**config.mk**
```make
export PLATFORM = sky130hd
export DESIGN_NAME = alu_seq_param
export DESIGN_NICKNAME = d
export VERILOG_FILES = /design/src/rtl/alu_seq_param.sv
export SDC_FILE = /design/constraint.sdc
export NUM_CORES = 1
export LEC_CHECK = 0
export ABC_AREA = 0
export CORE_ASPECT_RATIO = 1.5
export CORE_MARGIN = 1
export CORE_UTILIZATION = 45
export CTS_CLUSTER_SIZE = 25
export DETAILED_ROUTE_END_ITERATION = 10
export PLACE_DENSITY_LB_ADDON = 0.3
export SLEW_MARGIN = 15
export SYNTH_ARGS = -nofsm -noshare
export SYNTH_HDL_FRONTEND = slang
export SYNTH_SLANG_ARGS = --single-unit
```
**constraint.sdc**
```tcl
create_clock -name clk -period 2.65 [get_ports clk]
set_clock_uncertainty 0.05 [all_clocks]
set_input_delay 0.3975 -clock clk [delete_from_list [all_inputs] [get_ports clk]]
set_output_delay 0.3975 -clock clk [all_outputs]
set_load 0.005 [all_outputs]
```
**src/rtl/alu_seq_param.sv**
```systemverilog
// Multi-cycle WIDTH-generic ALU: single-cycle add/sub, iterative shift-add
// multiply and restoring divide, with a held result and status flags.
module alu_seq_param #(
    parameter int WIDTH = 4
) (
    input  logic               clk,
    input  logic               rst,
    input  logic               start,
    input  logic [1:0]         opcode,
    input  logic [WIDTH-1:0]   port_a,
    input  logic [WIDTH-1:0]   port_b,
    output logic [2*WIDTH-1:0] result,
    output logic               busy,
    output logic               done,
    output logic               neg,
    output logic               div_zero
);
    localparam int RW = 2 * WIDTH;
    localparam int CW = $clog2(WIDTH + 1);
    localparam logic [CW-1:0] CNT_INIT = CW'(WIDTH);
    localparam logic [CW-1:0] CNT_LAST = CW'(1);

    localparam logic [1:0] OP_ADD = 2'b00;
    localparam logic [1:0] OP_SUB = 2'b01;
    localparam logic [1:0] OP_DIV = 2'b11;

    typedef enum logic [1:0] {
        IDLE,
        EXEC,
        DONE
    } state_t;

    state_t state, state_nx;

    logic             is_mul;
    logic [CW-1:0]    cnt;
    logic [RW-1:0]    acc;
    logic [RW-1:0]    mcand;
    // Multiplier bits (mul) or dividend-in / quotient-out bits (div)
    logic [WIDTH-1:0] mq;
    logic [WIDTH-1:0] rem;
    logic [WIDTH-1:0] b_r;

    logic             accept;
    logic             zero_div;
    logic             iter_op;
    logic             last_iter;
    logic [WIDTH:0]   sum;
    logic [WIDTH:0]   diff;
    logic [RW-1:0]    acc_nx;
    logic [WIDTH:0]   sh;
    logic [WIDTH:0]   sh_sub;
    logic             ge;
    logic [WIDTH-1:0] rem_nx;
    logic [WIDTH-1:0] q_nx;

    assign accept    = start && (state != EXEC);
    assign zero_div  = (opcode == OP_DIV) && (port_b == '0);
    assign iter_op   = opcode[1] && !zero_div;
    assign last_iter = (cnt == CNT_LAST);

    assign sum  = {1'b0, port_a} + {1'b0, port_b};
    assign diff = {1'b0, port_a} - {1'b0, port_b};

    assign acc_nx = mq[0] ? (acc + mcand) : acc;

    assign sh     = {rem, mq[WIDTH-1]};
    assign sh_sub = sh - {1'b0, b_r};
    assign ge     = (sh >= {1'b0, b_r});
    assign rem_nx = ge ? sh_sub[WIDTH-1:0] : sh[WIDTH-1:0];
    assign q_nx   = {mq[WIDTH-2:0], ge};

    always_ff @(posedge clk or negedge rst) begin
        if (!rst) begin
            state <= IDLE;
        end else begin
            state <= state_nx;
        end
    end

    always_comb begin
        state_nx = state;
        unique case (state)
            IDLE, DONE: begin
                if (accept) begin
                    state_nx = iter_op ? EXEC : DONE;
                end else begin
                    state_nx = IDLE;
                end
            end
            EXEC: begin
                if (last_iter) begin
                    state_nx = DONE;
                end
            end
            default: state_nx = IDLE;
        endcase
    end

    always_comb begin
        busy = (state == EXEC);
        done = (state == DONE);
    end

    always_ff @(posedge clk or negedge rst) begin
        if (!rst) begin
            is_mul   <= 1'b0;
            cnt      <= '0;
            acc      <= '0;
            mcand    <= '0;
            mq       <= '0;
            rem      <= '0;
            b_r      <= '0;
            result   <= '0;
            neg      <= 1'b0;
            div_zero <= 1'b0;
        end else if (accept) begin
            is_mul <= !opcode[0];
            cnt    <= CNT_INIT;
            acc    <= '0;
            mcand  <= {{WIDTH{1'b0}}, port_a};
            mq     <= opcode[0] ? port_a : port_b;
            rem    <= '0;
            b_r    <= port_b;
            if (!iter_op) begin
                case (opcode)
                    OP_ADD: begin
                        result   <= {{(WIDTH-1){1'b0}}, sum};
                        neg      <= 1'b0;
                        div_zero <= 1'b0;
                    end
                    OP_SUB: begin
                        result   <= {{(WIDTH-1){diff[WIDTH]}}, diff};
                        neg      <= diff[WIDTH];
                        div_zero <= 1'b0;
                    end
                    default: begin
                        result   <= {port_a, {WIDTH{1'b1}}};
                        neg      <= 1'b0;
                        div_zero <= 1'b1;
                    end
                endcase
            end
        end else if (state == EXEC) begin
            cnt <= cnt - CNT_LAST;
            if (is_mul) begin
                acc   <= acc_nx;
                mcand <= mcand << 1;
                mq    <= mq >> 1;
            end else begin
                rem <= rem_nx;
                mq  <= q_nx;
            end
            if (last_iter) begin
                result   <= is_mul ? acc_nx : {rem_nx, q_nx};
                neg      <= 1'b0;
                div_zero <= 1'b0;
            end
        end
    end

endmodule
```
## Word level (Yosys, flattened, before mapping)

Cells that the tools add are included.

- Register bits after elaboration: 44
- Input bits: 13
- Output and inout bits: 12
- Word-level logic and storage cells: 77

- Add/subtract/negate cells: 5
- $lt $le $gt $ge: 1
- Equal/unequal tests: 9
- Muxes and demuxes: 35
- Reductions and logical operators: 16

Operators by type and width:

| cell | number |
|---|---|
| 8-bit two-way mux | 12 |
| 4-bit two-way mux | 8 |
| 8-bit case mux with 2 select lines | 1 |
| 8-bit adder | 1 |
| 1-bit two-way mux | 8 |
| 2-bit two-way mux | 3 |
| 3-bit two-way mux | 2 |
| 2-bit by 1-bit inequality test with 1-bit output (second input constant) | 3 |
| 2-bit nonzero test | 3 |
| 4-bit by 4-bit adder with 5-bit output | 1 |
| 5-bit by 4-bit >= comparator with 1-bit output | 1 |
| 4-bit by 4-bit subtractor with 5-bit output | 1 |
| 2-bit by 1-bit equality test with 1-bit output (second input constant) | 2 |
| 2-bit equality test (second input constant) | 2 |
| 2-bit zero test | 2 |
| 4-bit zero test | 1 |
| 2-bit case mux with 2 select lines | 1 |
| 2-bit AND reduction | 2 |
| 2-bit OR reduction | 2 |
| 4-bit subtractor | 1 |
| 3-bit by 1-bit equality test with 1-bit output (second input constant) | 1 |
| 1-bit logical AND | 3 |
| 3-bit AND reduction | 1 |
| 3-bit by 1-bit subtractor with 3-bit output (second input constant) | 1 |
| 2 further kinds | 3 |

## Depth between registers and ports, before layout

- Word-level depth: 7
- Depth in mapped cells: 10
- Depth with buffers taken out: 10

## Least setup slack after synthesis

Ideal clock, no wire load.

- Path kind: reg2reg
- Start: register acc[2]
- End: register acc[7]
- Library setup time: 69 ps
- Data arrival time: 2224 ps
- Data required time: 2531 ps
- Setup slack: 307 ps
- Stages on the path, launching flop included: 8
- Buffers on the path: 0
- Clock period less this slack: 2343 ps
- Cell sequence: dfrtp_1 -> ha_1 -> and3_1 -> a2111o_1 -> o31ai_4 -> mux2_4 -> or3_1 -> nand3_1

- Cells in the longest elaborated chain, start to end: 5

RTL lines:

| item | RTL line | RTL |
|---|---|---|
| from (decl) | 37 | `logic [RW-1:0] acc;` |
| from (signal assigned) | 147 | `acc <= acc_nx;` |
| 8-bit adder | 65 | `assign acc_nx = mq[0] ? (acc + mcand) : acc;` |
| 8-bit two-way mux | 65 |  |
| 8-bit two-way mux | 146 | `if (is_mul) begin` |
| 8-bit two-way mux | 144 | `end else if (state == EXEC) begin` |
| 8-bit two-way mux | 117 | `end else if (accept) begin` |

Every way passes these cells. The select of a mux whose other input is x is not followed.
A chain may end at the register's enable or synchronous reset.

## Worst setup path in the final report

Same ends and word-level chain as after synthesis.

==> impl_results.md <==
- Status: completed
- Cts bufs inserted: 5
- Nets@finish: 398
- DR iter-0 viols: 131
- Worst setup path startpoint: acc[2]$_DFFE_PN0P_
- Fill cells: 561
- Finish-stage setup viols: 0
- I/O pin cnt: 25
- Register area share after synthesis: 0.374
- Routability Congestion: 0.871
- Post-DP HPWL: 5720 um
- CTS root buf: clkbuf_8
- Antenna violations before repair: 0
- Minimum clock period: 2520 ps
- Core area: 6220 um^2
- Fin crit share: 0.951
- DRC errors left: 0
- Starting Density: 0.474
- CTS clk-pin slew, worst paths: 90 ps
- Post-synth EDFFs: 0
- Tot GR Track Use: 0.240
- Max Cap Viol: 0
- Post-Syn Instances: 325
- Total clock sinks: 44
- Syn Std Cell Area: 2950 um^2
- Final Hold Vio Count: 0
- VDD IR max: 615 uV
- Post-synthesis register bit count: 44
- YS warnings: 0
- FF-to-FF Start: acc[2]$_DFFE_PN0P_
- DP Area: 3350 um^2
- Setup TNS: 0 ps
- ANT cells: 0
- Crit Path Category: register to register
- Crit. End Element: register
- F_max: 397 MHz
- R2R Setup Slk: 130 ps
- Worst slew margin: 0.548
- DR vias: 2505
- Slew Viols, Final: 0
- Post-synth top flop: dfrtp_1
- Met2 Wirelength: 3940 um
- Post-Place Cells: 426
- Avg WL per Cell: 17.2 um
- Layout cells sized above 1: 0.106
- Met3 wire length: 198 um
- Post-CTS Setup Bufs: 0
- Multi-input logic area: 1710 um^2
- Fin area: 3440 um^2
- Vias in the first global route: 2542
- CTS tree: built
- First-pass GRT wire length: 12100 um
- Yosys cell types: 55
- Slowest-stage cell, CP: a2111o_1
- Commonest non-fill, non-tap cell in the layout: dfrtp_1
- Power per cell area: 1080 nW/um^2
- Top Metal Used: met4
- Std-Cell Rows: 35
- Ys async rst share: 1.00
- FF+latch area: 1100 um^2
- Largest net degree at the start of global routing: 31
- Initial DRT Pass Iterations: 4
- Syn Area/Cell: 9.06 um^2
- DRT antenna net count: 0
- Vias per cell: 5.77
- CP Launch Type: register
- Chip height: 101 um
- Post-Layout Cell Count: 434
- Crit-path cells: ha_1 -> and3_1 -> a2111o_1 -> o31ai_4 -> mux2_4 -> or3_1 -> nand3_1
- Hold wc startpoint: result[0]$_DFFE_PN0P_
- Total die area: 6880 um^2
- Highest-count cells in the layout ignoring fill and taps: 44 x dfrtp_1, 35 x nand2_1, 31 x nor2_1
- Overall power: 3.72 mW
- Port bufs: 24
- CTS Buffer Depth: 2
- Mapped Nets: 363
- Met1 wire length: 3110 um
- Slowest stage delay, CP: 490 ps
- Worst Path Required: 2840 ps
- Area Growth Syn to Fin: 16.7%
- Die X: 68.1 um
- CTS H-Tree Depth: 2
- Critical path data arrival time: 2710 ps
- Slew @ Worst Pin: 672 ps
- Post-Route WL: 7450 um
- GRT Residual Overflow: 0
- Leakage: 1.63 nW
- Worst Hold Class: register to register
- Critical path fanouts, max: 4
- Clock Latency Late Sink: 310 ps
- RSZ-0062 raised after global routing: no
-- power by group --
group	switching (mW)	total (mW)	internal, mW
sequential	0.241	1.19	0.949
combinational	1.17	2.11	0.942
clock	0.242	0.421	0.179
total	1.65	3.72	2.07
-- synth_stat cells, types with 2 or more instances --
| cell type | n | area share |
|---|---|---|
| ha_1 | 21 | 0.089 |
| and2_1 | 2 | 0.0042 |
| o211a_1 | 2 | 0.0068 |
| o311ai_0 | 2 | 0.0059 |
| clkbuf_1 | 10 | 0.013 |
| nand2_1 | 35 | 0.045 |
| xor2_1 | 3 | 0.0089 |
| a22o_1 | 7 | 0.021 |
| o21ai_0 | 20 | 0.034 |
| buf_1 | 2 | 0.0025 |
| o211ai_1 | 6 | 0.015 |
| and3_1 | 2 | 0.0042 |
| or3_1 | 2 | 0.0042 |
| nor2b_1 | 4 | 0.0085 |
| a31oi_1 | 6 | 0.013 |
| nand3_1 | 14 | 0.024 |
| dfrtp_1 | 44 | 0.37 |
| nor2_1 | 31 | 0.040 |
| a211oi_1 | 2 | 0.0051 |
| nand2b_1 | 7 | 0.015 |
| inv_1 | 21 | 0.027 |
| a21oi_1 | 20 | 0.034 |
| o32ai_1 | 2 | 0.0059 |
| nand4_1 | 2 | 0.0042 |
| mux2_2 | 4 | 0.015 |
| xnor2_1 | 4 | 0.012 |
| fa_1 | 4 | 0.027 |
| a21o_1 | 6 | 0.015 |
| buf_2 | 2 | 0.0034 |
| o221ai_1 | 2 | 0.0059 |
| mux2i_1 | 9 | 0.031 |
| o22ai_1 | 4 | 0.0085 |
-- cell families after synthesis --
family / after synthesis / synth area share
AND/OR/NAND/NOR: 107 / 0.173
AO/OA/AOI/OAI: 93 / 0.220
XOR/XNOR: 7 / 0.0208
multiplexers: 14 / 0.0510
adder cells (fa/ha/maj): 25 / 0.116
buffers and inverters: 35 / 0.0455
flip-flops: 44 / 0.374
-- layer usage --
layer / vias to the layer above / track usage
met5: - / 0
met4: 0 / 0.107
met3: 14 / 0.0328
met2: 43 / 0.424
met1: 1215 / 0.276
li1: 1233 / -
-- final timing paths --
path	endpoint	depth (start not counted)
max	acc[7]$_DFFE_PN0P_	7
min	result[0]$_DFFE_PN0P_	2
max reg2reg	acc[7]$_DFFE_PN0P_	7
min reg2reg	result[0]$_DFFE_PN0P_	2
max in group asynchronous	mq[2]$_DFFE_PN0P_	3
min in group asynchronous	div_zero$_DFFE_PN0P_	2
-- what timing repair did --
item                                   CTS  global route
resized for setup                        0             0
hold buffers                             1             0
endpoints found under the hold margin   14             0
-- critical path, delay by kind of cell, from the launching register on --
kind,cells,cell delay [ps]
simple gates,3,590
fa+ha+maj,1,360
flops,1,410
mux,1,340
compound gates,2,690
-- per-stage QoR --
step           setup WS [ps]  hold WS (ps)   util
6_report                 131           433  0.553
5_1_grt                 56.2           470  0.553
4_1_cts                  122           437  0.553
3_5_place_dp            30.5           271  0.538
3_3_place_gp            63.5           267  0.538
2_1_floorplan            307          51.9      -
-- registers in the layout (all words and copies together) (netlist names) --
name,cells
div_zero,1
neg,1
is_mul,1
acc,8
rem,4
mcand,8
cnt,3
b_r,4
mq,4
result,8
state,2
-- layout make-up --
type | instances | area share
Clock inverter | 2 | 0.00364
Timing Repair Buffer | 42 | 0.108
Sequential cell | 44 | 0.320
Tap cell | 74 | 0.0269
Multi-Input combinational cell | 246 | 0.498
Clock buffer | 5 | 0.0200
Inverter | 21 | 0.0229
No activity file was read; power rests on OpenSTA's default activity.
==> edit 1: new RTL, same settings <==
`WIDTH`: 4 -> 2.
--- a/src/rtl/alu_seq_param.sv
+++ b/src/rtl/alu_seq_param.sv
@@ -3,3 +3,3 @@
 module alu_seq_param #(
-    parameter int WIDTH = 4
+    parameter int WIDTH = 2
 ) (
Interface: changed (resized port_a, port_b and result); port bits go from 25 to 17. No check against the original RTL was run, so the function may have changed too.
==> edit 1 against the unedited design <==
Worst hold slack improved by 7.9 ps. Count of clock-buffer cells in the layout is 2 lower. Routed wire length fell by 54%. Design area is 48% lower. Sequential power is 43% lower. Largest cell class unchanged. Largest power group unchanged. Total power decreased by 52%. Area after synthesis fell by 47%. Critical path depth up 1. Sequential share of layout area grew 3.1 points. Highest routed layer unchanged. Die area fell by 46%. Sequential cell count down 19. Fmax rose by 15%. Clock power is 46% lower. Worst setup slack better by 330 ps.
==> edit 1: results <==
[place]
dp.cells = 213
dpl-instance-area_um2 = 1740
gp_congestion = 0.870
dp_slack_ps = 202
portBuffers = 16
hpwl_um = 2580

[cells_and_area]
drive_above_1_share_pct = 11.3
nets = 198
fillers = 286
top_regs = acc (4), mcand (4), result (4)

[synth]
synth_area_leaders = dfrtp_1 (40%), ha_1 (6.5%), nand2_1 (5.6%)
synth_common_cells = dfrtp_1 (25), nand2_1 (23), o21ai_0 (15)
avgSynthCellArea_um2 = 9.70
async_reset_ff_share_pct = 100
ys_types = 47
syn-num-nets = 180
yosysSeqAreaShare_pct = 40.3

[outcome]
status = complete, no violations

[grt]
use_met1_pct = 23.1
grt_start_max_net_pins = 26
grt.total_usage_pct = 20.9
grt_util_met3_pct = 2.28
grt_pass1_vias = 1301
grt_pass1_wl_um = 5720

[setup_path]
r2r-start = mq[1]
slowest_stage = clkdlybuf4s50_1
crit_fanout = 3
startpoint = port_a[0]
r2r_slack_ps = 670
reg2reg_depth = 7
cp_slowest_stage_delay_ps = 520
cp_data_arrival_time_ps = 2290
cp_top_family = buffers and inverters

[hold_path]
hp-class = in -> async

[clock_network]
cts-buffers-inserted = 3
h-tree-depth = 1

[drt]
routedLengthMet1_um = 1450
drtIter0Drc = 25
wl_met2_um = 1790

[pwr]
ir_drop_mv = 0.419
p_leak_nw = 0.836
cellPowerDensity_nw_per_um2 = 1010

[timing]
hold_ws_ps = 441
fmax_mhz = 456
slew_headroom_pct = 70.1
[edit 1: layout make-up]
class / instances / area share (%)
repair buffers: 19 / 10.2
well taps: 40 / 2.81
inverters: 11 / 2.32
clock buffers: 3 / 2.32
flip-flops and latches: 25 / 35.1
clock inverters: 1 / 0.281
multi-input cells: 118 / 46.9
[edit 1: power by group]
part / internal (mW) / total (mW) / switching (mW)
clock network: 0.105 / 0.226 / 0.121
logic: 0.437 / 0.896 / 0.459
registers: 0.530 / 0.677 / 0.147
[edit 1: cells by family (layout without fill, tap and decap cells)]
| logic type | count (synthesis) | count (layout) | share of synthesized area [%] |
|---|---|---|---|
| buf+inv | 17 | 34 | 5.73 |
| xor+xnor | 3 | 3 | 1.69 |
| simple gates | 51 | 51 | 16.6 |
| mux | 6 | 6 | 4.19 |
| flops | 25 | 25 | 40.3 |
| fa+ha+maj | 11 | 11 | 10.3 |
| compound gates | 47 | 47 | 21.1 |
==> edit 2: new RTL, same settings <==
Made on the original files. The 3 states of `state_t` get a one-hot encoding in 3 bits.
--- a/src/rtl/alu_seq_param.sv
+++ b/src/rtl/alu_seq_param.sv
@@ -26,6 +26,6 @@
 
-    typedef enum logic [1:0] {
-        IDLE,
-        EXEC,
-        DONE
+    typedef enum logic [2:0] {
+        IDLE = 3'b001,
+        EXEC = 3'b010,
+        DONE = 3'b100
     } state_t;
Behaviour: no difference found for any inputs over 10 cycles, from zero or initial values and one cycle with rst low; not proved beyond that.
==> edit 2 against the unedited design <==
Count of clock-buffer cells in the layout grew 2. Design area grew 1.0%. Core utilization grew 0.17 points. Worst setup slack gained 54 ps. Non-clock buffer count is the same. Sequential cell count grew 1. Area after synthesis grew 0.85%. Routed wire length shrank 1.1%. Critical endpoint is now result[4].
Power is not compared: it rests on default switching activity, and its combinational part moved more than twofold at a synthesized area within 25%.
==> edit 2: results <==
[setup_path]
reg2reg_depth = 8
cp_data_arrival_time_ps = 2610
cp_slowest_stage_delay_ps = 430
r2r_end = result[4]
r2r-start = mcand[0]
slowest_stage = dfrtp_1

[place]
gp_congestion = 1.01
dp_slack_ps = 68.8
dp.cells = 432
hpwl_um = 5680
dpl-instance-area_um2 = 3370

[drt]
routedLengthMet1_um = 3110
wl_um = 7370
via_per_inst = 5.90
drtIter0Drc = 111
wl_per_cell_um = 16.7
dr_wl_met3_um = 166
wl_met2_um = 3820

[clock_network]
hold_buffers = 0

[timing]
hold_ws_ps = 121

[synth]
synth_xor_area_share_pct = 2.36
syn-instance-count = 330
synthAdderAreaFrac_pct = 11.5
yosysSeqAreaShare_pct = 38.0
synth_mux_area_share_pct = 3.83
synth_area_leaders = dfrtp_1 (37%), ha_1 (8.8%), o21ai_0 (5.1%)
syn-num-nets = 368

[outcome]
status = complete, no violations

[cells_and_area]
drive_above_1_share_pct = 9.56
nets = 403

[grt]
use_met1_pct = 30.3
grt_util_met3_pct = 2.70
grt_start_max_net_pins = 46
grt_pass1_vias = 2641
grt_pass1_wl_um = 12600
edit 2: cell types whose count changed after synthesis, moves of 3 or more:
cell,delta
nand2_1,-6
o21ai_0,+10
nor3b_1,+3
a211oi_1,+3
nor3_1,+5
a22o_1,+7
nand3_1,-11
edit 2: how the worst max path moves through the flow:
| stage | startpoint | slack (ps) | to |
|---|---|---|---|
| after floorplan | acc[0] | 390 | result[4] |
| after global placement | port_b[1] | 160 | result[7] |
| after detailed placement | port_b[0] | 70 | result[7] |
| after CTS | mcand[0] | 180 | result[4] |
| after global routing | mcand[0] | 40 | result[4] |
| final | mcand[0] | 190 | result[4] |
edit 2: cell type report:
type	count	area (um^2)
Clock buffer	7	96.3
Clock inverter	1	5.00
Fill cell	586	2790
Inverter	21	78.8
Multi-Input combinational cell	250	1700
Sequential cell	45	1130
Tap cell	74	92.6
Timing Repair Buffer	42	370
